File: src/rtl/motor_ctrl_pkg.sv
// Shared definitions for the UART command responder and motor register bank.
// Latency: n/a (types and constants only).
// Backpressure: n/a.
//   state_e         : responder FSM encoding (3 bits, 8 states)
//   *_DEF constants : default command/response bytes and frame timeout
//   REG_*           : motor-control register bank address map
package motor_ctrl_pkg;

    typedef enum logic [2:0] {
        ST_IDLE       = 3'd0,
        ST_GET_ADDR   = 3'd1,
        ST_GET_DATA   = 3'd2,
        ST_REG_WRITE  = 3'd3,
        ST_REG_READ   = 3'd4,
        ST_READ_WAIT  = 3'd5,
        ST_SEND       = 3'd6,
        ST_WAIT_DONE  = 3'd7
    } state_e;

    localparam int          TIMEOUT_CYCLES_DEF = 50_000;  // 1 ms at 50 MHz
    localparam logic [7:0]  CMD_WRITE_DEF      = 8'h57;   // 'W'
    localparam logic [7:0]  CMD_READ_DEF       = 8'h52;   // 'R'
    localparam logic [7:0]  ACK_BYTE_DEF       = 8'h06;
    localparam logic [7:0]  NAK_BYTE_DEF       = 8'h15;

    // Motor-control register bank
    localparam logic [7:0]  REG_PWM_DUTY       = 8'h00;
    localparam logic [7:0]  REG_DIRECTION      = 8'h01;
    localparam logic [7:0]  REG_ENABLE         = 8'h02;

endpackage

File: src/rtl/uart_cmd_responder.sv
// Parses W/R command frames from UART rx bytes, drives single-byte register
// accesses and returns one response byte per frame via the tx handshake.
// Latency: NAK 1 cycle after the byte; write response 2 cycles, read 3 cycles after the last byte.
// Backpressure: none on rx; bytes arriving while a frame is executing or responding are dropped.
// Ports:
//   clock, srst                       : clock and synchronous active-high reset
//   rx_value, rx_value_ready          : received byte and its one-cycle strobe
//   tx_value, tx_value_write, tx_value_done : response byte, start pulse, completion pulse
//   reg_addr, reg_wdata, reg_write, reg_read, reg_rdata : register-bus master
//   busy, timeout_pulse               : status
module uart_cmd_responder
    import motor_ctrl_pkg::*;
#(
    parameter int          TIMEOUT_CYCLES = TIMEOUT_CYCLES_DEF,
    parameter logic [7:0]  CMD_WRITE      = CMD_WRITE_DEF,
    parameter logic [7:0]  CMD_READ       = CMD_READ_DEF,
    parameter logic [7:0]  ACK_BYTE       = ACK_BYTE_DEF,
    parameter logic [7:0]  NAK_BYTE       = NAK_BYTE_DEF
) (
    input  logic        clock,
    input  logic        srst,
    input  logic [7:0]  rx_value,
    input  logic        rx_value_ready,
    output logic [7:0]  tx_value,
    output logic        tx_value_write,
    input  logic        tx_value_done,
    output logic [7:0]  reg_addr,
    output logic [7:0]  reg_wdata,
    output logic        reg_write,
    output logic        reg_read,
    input  logic [7:0]  reg_rdata,
    output logic        busy,
    output logic        timeout_pulse
);

    localparam int             CW       = $clog2(TIMEOUT_CYCLES + 1);
    localparam logic [CW-1:0]  TMO_LAST = CW'(TIMEOUT_CYCLES - 1);

    state_e          state_q,     state_d;
    logic            is_write_q,  is_write_d;
    logic [7:0]      reg_addr_q,  reg_addr_d;
    logic [7:0]      reg_wdata_q, reg_wdata_d;
    logic [7:0]      tx_byte_q,   tx_byte_d;
    logic [CW-1:0]   cnt_q,       cnt_d;

    always_ff @(posedge clock) begin
        if (srst) begin
            state_q     <= ST_IDLE;
            is_write_q  <= 1'b0;
            reg_addr_q  <= '0;
            reg_wdata_q <= '0;
            tx_byte_q   <= '0;
            cnt_q       <= '0;
        end else begin
            state_q     <= state_d;
            is_write_q  <= is_write_d;
            reg_addr_q  <= reg_addr_d;
            reg_wdata_q <= reg_wdata_d;
            tx_byte_q   <= tx_byte_d;
            cnt_q       <= cnt_d;
        end
    end

    always_comb begin
        state_d        = state_q;
        is_write_d     = is_write_q;
        reg_addr_d     = reg_addr_q;
        reg_wdata_d    = reg_wdata_q;
        tx_byte_d      = tx_byte_q;
        // Counter only runs while waiting for the rest of a frame; every
        // other path (including an accepted byte) leaves it cleared.
        cnt_d          = '0;
        reg_write      = 1'b0;
        reg_read       = 1'b0;
        tx_value_write = 1'b0;
        timeout_pulse  = 1'b0;

        unique case (state_q)
            ST_IDLE: begin
                if (rx_value_ready) begin
                    if (rx_value == CMD_WRITE) begin
                        is_write_d = 1'b1;
                        state_d    = ST_GET_ADDR;
                    end else if (rx_value == CMD_READ) begin
                        is_write_d = 1'b0;
                        state_d    = ST_GET_ADDR;
                    end else begin
                        tx_byte_d  = NAK_BYTE;
                        state_d    = ST_SEND;
                    end
                end
            end

            ST_GET_ADDR: begin
                // An arriving byte beats expiry in the same cycle.
                if (rx_value_ready) begin
                    reg_addr_d = rx_value;
                    state_d    = is_write_q ? ST_GET_DATA : ST_REG_READ;
                end else if (cnt_q == TMO_LAST) begin
                    timeout_pulse = 1'b1;
                    state_d       = ST_IDLE;
                end else begin
                    cnt_d = cnt_q + CW'(1);
                end
            end

            ST_GET_DATA: begin
                if (rx_value_ready) begin
                    reg_wdata_d = rx_value;
                    state_d     = ST_REG_WRITE;
                end else if (cnt_q == TMO_LAST) begin
                    timeout_pulse = 1'b1;
                    state_d       = ST_IDLE;
                end else begin
                    cnt_d = cnt_q + CW'(1);
                end
            end

            ST_REG_WRITE: begin
                reg_write = 1'b1;
                tx_byte_d = ACK_BYTE;
                state_d   = ST_SEND;
            end

            ST_REG_READ: begin
                reg_read = 1'b1;
                state_d  = ST_READ_WAIT;
            end

            ST_READ_WAIT: begin
                // Slave returns data exactly one cycle after the strobe.
                tx_byte_d = reg_rdata;
                state_d   = ST_SEND;
            end

            ST_SEND: begin
                tx_value_write = 1'b1;
                state_d        = ST_WAIT_DONE;
            end

            ST_WAIT_DONE: begin
                if (tx_value_done) begin
                    state_d = ST_IDLE;
                end
            end

            default: begin
                state_d = ST_IDLE;
            end
        endcase
    end

    // tx_byte_q only changes on entry to SEND, so it is stable from the
    // write pulse until the done pulse.
    assign tx_value  = tx_byte_q;
    assign reg_addr  = reg_addr_q;
    assign reg_wdata = reg_wdata_q;
    assign busy      = (state_q != ST_IDLE);

endmodule
File: config.mk
export PLATFORM = sky130hd
export DESIGN_NAME = uart_cmd_responder
export DESIGN_NICKNAME = d
export VERILOG_FILES = /design/src/rtl/motor_ctrl_pkg.sv /design/src/rtl/uart_cmd_responder.sv
export SDC_FILE = /design/constraint.sdc
export NUM_CORES = 1
export LEC_CHECK = 0
export CAP_MARGIN = 20
export CORE_UTILIZATION = 52
export DETAILED_ROUTE_END_ITERATION = 10
export PLACE_DENSITY = 0.88
export SLEW_MARGIN = 0
export SYNTH_ARGS = -nofsm -noshare
export SYNTH_HDL_FRONTEND = slang
export SYNTH_SLANG_ARGS = --single-unit
File: constraint.sdc
create_clock -name clock -period 6.78 [get_ports clock]
set_clock_uncertainty 0.2 [all_clocks]
set_input_delay 1.695 -clock clock [delete_from_list [all_inputs] [get_ports clock]]
set_output_delay 1.695 -clock clock [all_outputs]
set_load 0.05 [all_outputs]
* Word level (Yosys, flattened, before mapping)
Cells that the tools add are included.
** Word-level totals
- Register bits after elaboration :: 44
- Bits of input ports :: 20
- Output and inout bits :: 29
- Word-level logic and storage cells :: 55
** Cells by class
- $add $sub $neg :: 1
- Equal/unequal tests :: 14
- Muxes and demuxes :: 21
- Bitwise operators :: 1
- Reduce and logical (&&, ||, !) cells :: 12
** Operators by type and width (number)
- $mux W3 :: 8
- $mux W8 :: 3
- $pmux W8 S3 :: 1
- $pmux W3 S7 :: 1
- $add A16 B1 Y16 const B :: 1
- $eq A16 B16 Y1 const B :: 1
- $eq A8 B7 Y1 const B :: 2
- $eq A3 B3 Y1 const B :: 4
- $mux W1 :: 8
- $ne A2 B2 Y1 const B :: 4
- $eq A3 B2 Y1 const B :: 2
- $reduce_and A2 Y1 :: 3
- $reduce_bool A3 Y1 :: 2
- $reduce_and A4 Y1 :: 1
- $reduce_or A2 Y1 :: 2
- $reduce_or A4 Y1 :: 1
- $eq A3 B1 Y1 const B :: 1
- $logic_not A3 Y1 :: 1
- $reduce_and A3 Y1 :: 1
- $reduce_bool A2 Y1 :: 1
- $not A1 Y1 :: 1

* Depth between registers and ports, before layout
Gate-level depths: netlist (run 1).
- Word-level depth :: 5
- Depth in mapped cells :: 6
- Mapped depth without buffers :: 5

* Worst setup path before layout (run 1)
OpenSTA, ideal clock, no wires.
- Kind :: input port to output port
- Start :: input rx_value_ready
- End :: output timeout_pulse
- Arrival time :: 2.810 ns
- Required time :: 4.885 ns
- Slack :: 2.075 ns
- Stages on the path :: 4
- Buffers on the path :: 1
- Cells stage by stage :: buf_4 nor2_1 nand2_1 nor2_1
** Between the ends
- Longest elaborated chain between the ends :: 2
** RTL lines
- start: declaration :: line uart_cmd_responder.sv:23 : input logic rx_value_ready,
- $mux W1 :: line uart_cmd_responder.sv:108 : if (rx_value_ready) begin
- $mux W1
- end: declaration :: line uart_cmd_responder.sv:33 : output logic timeout_pulse
No other way between the ends.

* Final worst setup path (run 1)
Ends and elaborated chain as after synthesis.

==> impl_metrics.csv, run 1 <==
group,metric,value,unit
worst_setup_path,arrival,3.63,ns
synth,synth-seq-cells,44,
route,first_iter_violations,144,
synth,synth_fa_ha_area_share,0.635,%
sta,slew_viol_final,0,
sta,max_slew_margin,41.1,%
route,routed_wl,4230,um
power_and_ir_drop,peakVddDrop,0.187,mV
cells_and_area,n_antenna_cell,0,
clocking,root_buffer,"clkbuf_8",
synth,syn-instance-count,219,
clocking,cts.sinks,44,
floorplanning,start_util,56.8,%
floorplanning,num_io_pins,49,
synth,synthXorXnorAreaFrac,6.67,%
grt,grt_usage,22.2,%
synth,async_flop_share,0,%
route,via_per_inst,5.52,
floorplanning,rows,21,
worst_setup_path,reg2regPathDepth,4,
grt,grt_pass1_wl,6980,um
synth,synth_compound_area_share,12.1,%
power_and_ir_drop,p_leak,0.000829,uW
synth,synth.distinct_cells,46,
floorplanning,die_w,63.5,um
grt,overflow,0,
clocking,ctsHoldBuffers,0,
clocking,cts_tree,"built",
route,wl_per_cell,13.6,um
placed_design,dp_hpwl,2970,um
clocking,cts_buffers,5,
grt,grt_pass1_vias,1534,
cells_and_area,drive_gt1_share,6.42,%
cells_and_area,multi_input_area,990,um^2
clocking,clk_pin_slew,0.08,ns
run_status,outcome,"finished, final reports clean",
sta,hold_violations,0,
synth,synth_most_common_cell,"dfxtp_1",
placed_design,pre_cts_slack,1.28,ns
worst_setup_path,crit_type,"in -> out",
cells_and_area,fill_cells,261,
synth,netlist.top_cell.by_area,"dfxtp_1",
floorplanning,coreArea,0.00347,mm^2
sta,setup_violations,0,
synth,synth_ff_type,"dfxtp_1",
synth,synth_top_cell_area_share,44.7,%
sta,tns,0,ns
clocking,insertion_delay,0.29,ns
clocking,clockBufferDepth,2,
power_and_ir_drop,p_per_area,337,mW/mm^2
clocking,cts_resized,0,
worst_setup_path,start_kind,"primary input",
synth,syn-num-nets,240,
sta,post-route-period-util,81.5,%
route,vias,1718,
synth,avgSynthCellArea,8.99,um^2
clocking,post_cts_buffers,0,
synth,synthMuxAreaShare,4.07,%
synth,synth_top_family_by_area,"simple AND/OR/NAND/NOR gates",
sta,fmax,0.181,GHz
synth,synthTopCellsByCount,"44 x dfxtp_1, 32 x nor2_1, 29 x nand2_1",
worst_setup_path,cp.required,4.89,ns
route,drt_pass1_iterations,4,
synth,synth_area,0.00197,mm^2
synth,yosys.area_share.simple,26.8,%
grt,antenna_found_initial,0,
sta,worstMarginPinSlew,0.881,ns
placed_design,port_buffers,48,
run,drv_cap,0,
cells_and_area,area_growth,28.5,%
placed_design,gp_congestion,0.837,
synth,synthTopCellsByArea,"dfxtp_1 45%, nor2_1 6.1%, nand2_1 5.5%",
synth,synth-edff-count,0,
floorplanning,die_area,0.00404,mm^2
synth,yosysWarnings,0,
cells_and_area,finalNetCount,285,
sta,rsz0062_at_grt,"false",
min_path,hold_class,"reg -> reg",
clocking,cts_htree_levels,2,
sta,min_period,5.53,ns
worst_setup_path,cp_max_fo,11,
worst_setup_path,worstSetupEndpointType,"primary output",
floorplanning,die_y,63.5,um
min_path,whs_path_depth,2,
grt,grt_max_degree,25,
route,drtAntennaViolNets,0,
sta,fin_ws,1.25,ns
route,drc,0,
cells_and_area,seqCellArea,881,um^2
synth,synth_seq_area_share,44.7,%
through the flow:
step	instance area [um^2]	instances	hold slack, ns	util (%)	total power, uW
global route	2530	311	0.288	73.0	893
finish	2530	311	0.261	73.0	853
floorplan	1970	219	0.229	-	584
detailed placement	2420	303	0.248	69.9	660
global placement	2420	303	0.241	69.9	656
CTS	2530	311	0.259	73.0	855
layout by cell type (no fill, tap or decap), types with 2 or more instances in the layout:
cell type and instances:
a21oi_1 11, a22o_1 4, a41oi_1 2, and3_1 2, clkbuf_8 5, clkdlybuf4s50_1 48, dfxtp_1 44, inv_1 4
mux2i_1 8, nand2_1 29, nand3_1 5, nand4_1 6, nor2_1 32, nor2b_1 5, nor3_1 4, nor4_1 4
o21ai_0 5, o221a_2 3, o32ai_1 2, or3_1 2, or4_1 2, xnor2_1 12, xor2_1 3
where the power goes:
part / internal [uW] / switching (uW) / total [uW]
Sequential: 291 / 41.2 / 332
Combinational: 122 / 204 / 326
Clock: 109 / 85.4 / 195
Total: 522 / 331 / 853
sequential cells by signal, indices dropped and copies added, names as in the netlist:
register    cells
reg_addr        8
is_write_q      1
cnt_q          16
tx_value        8
reg_wdata       8
state_q         3
cell families (layout without fill, tap and decap cells):
kind of cell,after synthesis,in the layout
muxes,8,8
buffers and inverters,14,60
and+or+nand+nor,103,103
xor gates and xnor gates,15,15
DFF,44,44
AOI/OAI and AO/OA,34,34
adders and majority gates,1,1
area by class of cell:
cell class / count / area share (%)
multi-input cells: 161 / 39.1
flip-flops and latches: 44 / 34.8
repair buffers: 48 / 19.0
clock buffers: 6 / 2.87
well taps: 46 / 2.27
clock inverters: 2 / 1.38
inverters: 4 / 0.593
critical path, stage by stage:
cell and delay, ns:
clkdlybuf4s50_1 0.57, nor2_1 0.35, nand2_1 0.08, nor2_1 0.12, clkdlybuf4s50_1 0.81
worst paths after layout:
path / from / slack [ns] / endpoint
setup / recovery: rx_value_ready / 1.25 / timeout_pulse
hold / removal: reg_addr[1]$_SDFFE_PP0P_ / 0.26 / reg_addr[1]$_SDFFE_PP0P_
setup reg to reg: state_q[0]$_SDFFE_PP0P_ / 4.64 / tx_value[7]$_SDFFE_PP0P_
hold reg to reg: reg_addr[1]$_SDFFE_PP0P_ / 0.26 / reg_addr[1]$_SDFFE_PP0P_
layer usage:
metal | GRT usage [%] | wire [um]
met5 | 0 | 0
met3 | 5.80 | 213
met1 | 26.5 | 1830
met2 | 38.4 | 2140
met4 | 6.82 | 42
Power figures use the tool's default switching activity.
==> run 2, diff against run 1 <==
- CORE_UTILIZATION: 52 -> 44
- PLACE_DENSITY: 0.88 -> 0.79
- clock period: 6.78 -> 4.8 ns (I/O delays scaled with it)
==> run 2 against run 1 <==
Compared with the run above: utilization decreased by 11 points; via count decreased by 0.47%; setup slack got worse by 0.36 ns; first-iteration DRC count shrank 13%; wire length is 1.8% lower; cell count grew 1.6%; register-to-register slack got worse by 1.9 ns; worst hold slack got worse by 0.0045 ns; non-clock buffer count rose by 1; die area up 18%; sequential power up 40%; clock power up 57%; largest power group unchanged.
==> impl_metrics.csv, run 2 (same netlist as run 1, synthesis figures left out) <==
group,metric,value,unit
clocking,cts_htree_levels,2,
sta,max_slew_margin,64.2,%
sta,post-route-period-util,81.5,%
cells_and_area,top_register,"cnt_q",
worst_setup_path,timing.rr.end,"tx_value[5]$_SDFFE_PP0P_",
grt,antenna_found_initial,0,
route,routed_wl,4150,um
clocking,root_buffer,"clkbuf_8",
power_and_ir_drop,p_per_area,481,mW/mm^2
cells_and_area,drive_gt1_share,7.52,%
placed_design,gp_congestion,0.797,
floorplanning,rows,23,
cells_and_area,layout_commonest_cell,"clkdlybuf4s50_1",
sta,slew_viol_final,0,
grt,grt_pass1_vias,1517,
worst_setup_path,arrival,2.51,ns
route,first_iter_violations,126,
clocking,cts_buffers,5,
clocking,cts_tree,"built",
clocking,insertion_delay,0.30,ns
clocking,cts.sinks,44,
sta,holdWs,0.256,ns
placed_design,pre_cts_slack,0.894,ns
worst_setup_path,cp_max_fo,11,
placed_design,port_buffers,48,
grt,grt_usage,19.3,%
clocking,post_cts_buffers,0,
worst_setup_path,worstSetupEndpointType,"primary output",
worst_setup_path,reg2reg_slack,2.70,ns
floorplanning,start_util,47.5,%
sta,tns,0,ns
cells_and_area,n_antenna_cell,0,
min_path,min_from,"reg_addr[1]$_SDFFE_PP0P_",
route,drtAntennaViolNets,0,
worst_setup_path,r2r_start,"state_q[0]$_SDFFE_PP0P_",
route,wl_per_cell,13.1,um
floorplanning,die_y,68.9,um
route,vias,1710,
cells_and_area,final_cell_mix,"47 x clkdlybuf4s50_1, 44 x dfxtp_1, 32 x nor2_1",
run_status,outcome,"finished, final reports clean",
route,drc,0,
sta,hold_violations,0,
cells_and_area,area_growth,30.0,%
sta,rsz0062_at_grt,"false",
sta,fin_ws,0.890,ns
worst_setup_path,reg2regPathDepth,4,
clocking,clk_pin_slew,0.09,ns
clocking,clockBufferDepth,2,
clocking,ctsHoldBuffers,0,
worst_setup_path,cp.required,3.40,ns
route,via_per_inst,5.41,
grt,grt_max_degree,25,
min_path,whs_path_depth,2,
sta,worstMarginPinSlew,0.536,ns
floorplanning,coreArea,0.00414,mm^2
power_and_ir_drop,p_leak,0.000845,uW
cells_and_area,post-route-util,61.8,%
sta,fmax,0.256,GHz
worst_setup_path,start_kind,"primary input",
grt,grt_pass1_wl,6840,um
run,drv_cap,0,
floorplanning,num_io_pins,49,
cells_and_area,largest_register_ffs,16,
min_path,hold_class,"reg -> reg",
floorplanning,die_w,68.9,um
route,drt_pass1_iterations,4,
power_and_ir_drop,peakVddDrop,0.224,mV
min_path,whs_endpoint,"reg_addr[1]$_SDFFE_PP0P_",
floorplanning,die_area,0.00475,mm^2
grt,overflow,0,
worst_setup_path,crit_type,"in -> out",
placed_design,dp_hpwl,2980,um
sta,min_period,3.91,ns
clocking,cts_resized,0,
sta,setup_violations,0,
cells_and_area,finalNetCount,286,
-- run 2: changes by cell type in the layout (fill, tap and decap cells not counted), sizes merged --
cell,delta
clkinv,-1
clkbuf,+1
buf,+2
clkdlybuf4s50,-1
-- run 2: how the worst max path moves through the flow --
stage	start	endpoint	slack, ns	cells past startpoint
finish	rx_value_ready	timeout_pulse	0.89	5
global route	rx_value_ready	timeout_pulse	0.79	5
CTS	rx_value_ready	timeout_pulse	0.88	5
detailed placement	rx_value_ready	timeout_pulse	0.89	5
global placement	rx_value_ready	timeout_pulse	0.93	5
floorplan	rx_value_ready	timeout_pulse	1.08	4
-- run 2: cell type report --
class	instances	area [um^2]
clock inverter	1	30.0
fill	367	1580
timing repair buffer	49	485
multi-input combinational	161	990
inverter	4	15.0
tap	50	62.6
clock buffer	7	96.3
sequential	44	881
-- run 2: stage by stage --
stage | instances | area, um^2 | total power, uW
after global placement | 308 | 2430 | 930
after global routing | 316 | 2560 | 1300
after detailed placement | 308 | 2430 | 934
after floorplan | 219 | 1970 | 825
after CTS | 316 | 2560 | 1240
final | 316 | 2560 | 1230
-- run 2: per-layer routing --
| layer | wire [um] | vias up | global-route usage [%] |
|---|---|---|---|
| li1 | - | 868 | - |
| met3 | 192 | 7 | 4.61 |
| met5 | 0 | - | 0 |
| met1 | 1890 | 788 | 24.2 |
| met4 | 65 | 0 | 7.91 |
| met2 | 2000 | 47 | 31.7 |
-- run 2: worst max-delay path, stage by stage --
cell and delay [ns]:
clkdlybuf4s50_1 0.56, nor2_1 0.35, nand2_1 0.10, nor2_1 0.10
buf_4 0.20
-- run 2: power by group --
| group | switching [uW] | internal, uW |
|---|---|---|
| clock | 123 | 184 |
| combinational | 287 | 173 |
| sequential | 54.4 | 411 |
==> edit (flow settings as in run 2) <==
Take the reset off `reg_addr_q`, `reg_wdata_q` and `tx_byte_q` and load them in a clocked block of their own.
--- a/src/rtl/uart_cmd_responder.sv
+++ b/src/rtl/uart_cmd_responder.sv
@@ -48,16 +48,16 @@
             state_q     <= ST_IDLE;
             is_write_q  <= 1'b0;
-            reg_addr_q  <= '0;
-            reg_wdata_q <= '0;
-            tx_byte_q   <= '0;
             cnt_q       <= '0;
         end else begin
             state_q     <= state_d;
             is_write_q  <= is_write_d;
-            reg_addr_q  <= reg_addr_d;
-            reg_wdata_q <= reg_wdata_d;
-            tx_byte_q   <= tx_byte_d;
             cnt_q       <= cnt_d;
         end
+    end
+
+    always_ff @(posedge clock) begin
+        reg_addr_q  <= reg_addr_d;
+        reg_wdata_q <= reg_wdata_d;
+        tx_byte_q   <= tx_byte_d;
     end
 
Function: changed (a bounded check fails within 4 cycles, from zero or initial values and one cycle with srst high).
==> edit against run 2 <==
Fmax shrank 5.5%; wire length shrank 17%; register-to-register slack lost 0.31 ns; power shrank 0.39%; sequential share of layout area grew 11 points; sequential cell count is the same; synthesized cell count shrank 24%; area after synthesis shrank 5.7%; final cell count shrank 14%; critical path depth is the same; worst setup slack lost 0.23 ns; final area shrank 2.7%; critical endpoint unchanged; largest cell class is now registers.
==> edit: results (changes against run 2) <==
[metrics] sequential share of the synthesized area: 0.603 (+0.156)
[metrics] count of buffers inserted at the top-level ports: 48 (unchanged)
[metrics] Commonest cells post-synth: nor2_1 (26), edfxtp_1 (24), dfxtp_1 (20), xnor2_1 (13), nand2_1 (9)
[metrics] Finish-stage setup viols: 0 (unchanged)
[metrics] net count after synthesis: 188 (-22%)
[metrics] number of filler cells placed in the layout: 334 (-9.0%)
[metrics] synthesized-area fraction occupied by xor and xnor cells: 0.0707 (+0.00400)
[metrics] via density per instance: 5.04 (-6.9%)
[metrics] cell chosen for the clock root: clkbuf_8
[metrics] Placer Congestion: 0.785 (-1.6%)
[metrics] biggest area contributors in the synthesized netlist: edfxtp_1 (39%), dfxtp_1 (22%), xnor2_1 (6.1%), nor2_1 (5.3%), nand3_1 (1.9%)
[metrics] maximum number of pins on one net before global-route repair: 17 (-32%)
[metrics] post-CTS setup repair buffer count: 0 (unchanged)
[metrics] first-pass GRT wire length: 5660 µm (-17%)
[metrics] NumNets Final: 241 (-16%)
[metrics] multiplexer share of the synthesized area: 0.00539 (-0.0353)
[metrics] register name with the most flops: cnt_q
[metrics] most used flip-flop cell after synthesis: edfxtp_1
[metrics] number of distinct library cells after synthesis: 37 (-20%)
[metrics] share of flip-flops with an asynchronous set or reset after synthesis: 0 (unchanged)
[metrics] Max Fanout on Critical Path: 2 (-9)
[metrics] post-detail-place hpwl: 2500 µm (-16%)
[metrics] Post-synth EDFFs: 24 (+24)
[metrics] number of buffers inserted during clock tree synthesis: 5 (unchanged)
[metrics] data arrival time at the worst-slack endpoint: 2.74 ns (+0.23 ns)
[metrics] final hold viol count: 0 (unchanged)
[metrics] aggregate global-route resource usage: 0.175 (-0.0186)
[metrics] Max-Slew Margin vs Limit: 0.650 (+0.00837)
[metrics] post-CTS sizing: 0 (unchanged)
[metrics] Post-Route WL: 3430 µm (-17%)
[metrics] slowest cell on the critical path: clkdlybuf4s50_1
[metrics] Synthesis Warnings: 0 (unchanged)
[metrics] outcome: completed
[metrics] delay contributed by the slowest stage of the critical path: 0.80 ns (+0.24 ns)
[metrics] share of the synthesized area in compound gates (AO/OA/AOI/OAI): 0.0545 (-0.0662)
[metrics] initial antenna violation count: 0 (unchanged)
[metrics] area share of fa/ha/maj cells after synthesis: 0.00673 (+0.000381)
[metrics] initial DRC count: 84 (-33%)
[metrics] via count of the first global-routing pass: 1272 (-16%)
[metrics] peak ir drop on the vdd network: 0.000165 V (-26%)
[metrics] layout cells sized above 1: 0.0588 (-0.0164)
[metrics] LEAKAGE: 0.845 nW (about the same)
==> edit: cell types whose count changed after synthesis, sizes merged, moves of 4 or more <==
cell / change
a21oi: -7
edfxtp: +24
and2: +4
a22o: -4
nor2: -6
nand2: -20
mux2i: -7
dfxtp: -24
==> edit: metal layers <==
layer	wire length, µm	GRT usage	part of all wire	vias up
met1	1500	0.196	0.44	628
met4	46	0.0638	0.013	0
met5	0	0	0	-
met3	231	0.0616	0.067	6
li1	-	-	-	691
met2	1650	0.302	0.48	40
==> edit: cell type report <==
| cell class | count | share of cell area |
|---|---|---|
| clock buffer | 5 | 0.0276 |
| clock inverter | 3 | 0.0151 |
| inverter | 7 | 0.0105 |
| multi-input combinational | 110 | 0.267 |
| sequential | 44 | 0.450 |
| tap | 50 | 0.0251 |
| timing repair buffer | 52 | 0.205 |
==> edit: where the power goes <==
group	internal (W)	switching [W]
Combinational	0.000155	0.000287
Sequential	0.000467	0.0000510
Clock	0.000151	0.000115
==> edit: per-stage QoR <==
stage | area [µm²] | hold slack [ns] | setup WS (ns) | cells
2_1_floorplan | 1860 | 0.229 | 1.36 | 167
3_3_place_gp | 2380 | 0.242 | 0.673 | 263
3_5_place_dp | 2380 | 0.255 | 0.663 | 263
4_1_cts | 2490 | 0.273 | 0.657 | 271
5_1_grt | 2490 | 0.303 | 0.575 | 271
6_report | 2490 | 0.266 | 0.665 | 271
==> edit: final timing paths <==
check / startpoint / to / slack [ns] / cells after the start
min reg2reg: cnt_q[0] / cnt_q[0] / 0.27 / 1
max: rx_value_ready / timeout_pulse / 0.66 / 5
min: cnt_q[0] / cnt_q[0] / 0.27 / 1
max reg2reg: cnt_q[0] / cnt_q[15] / 2.39 / 5
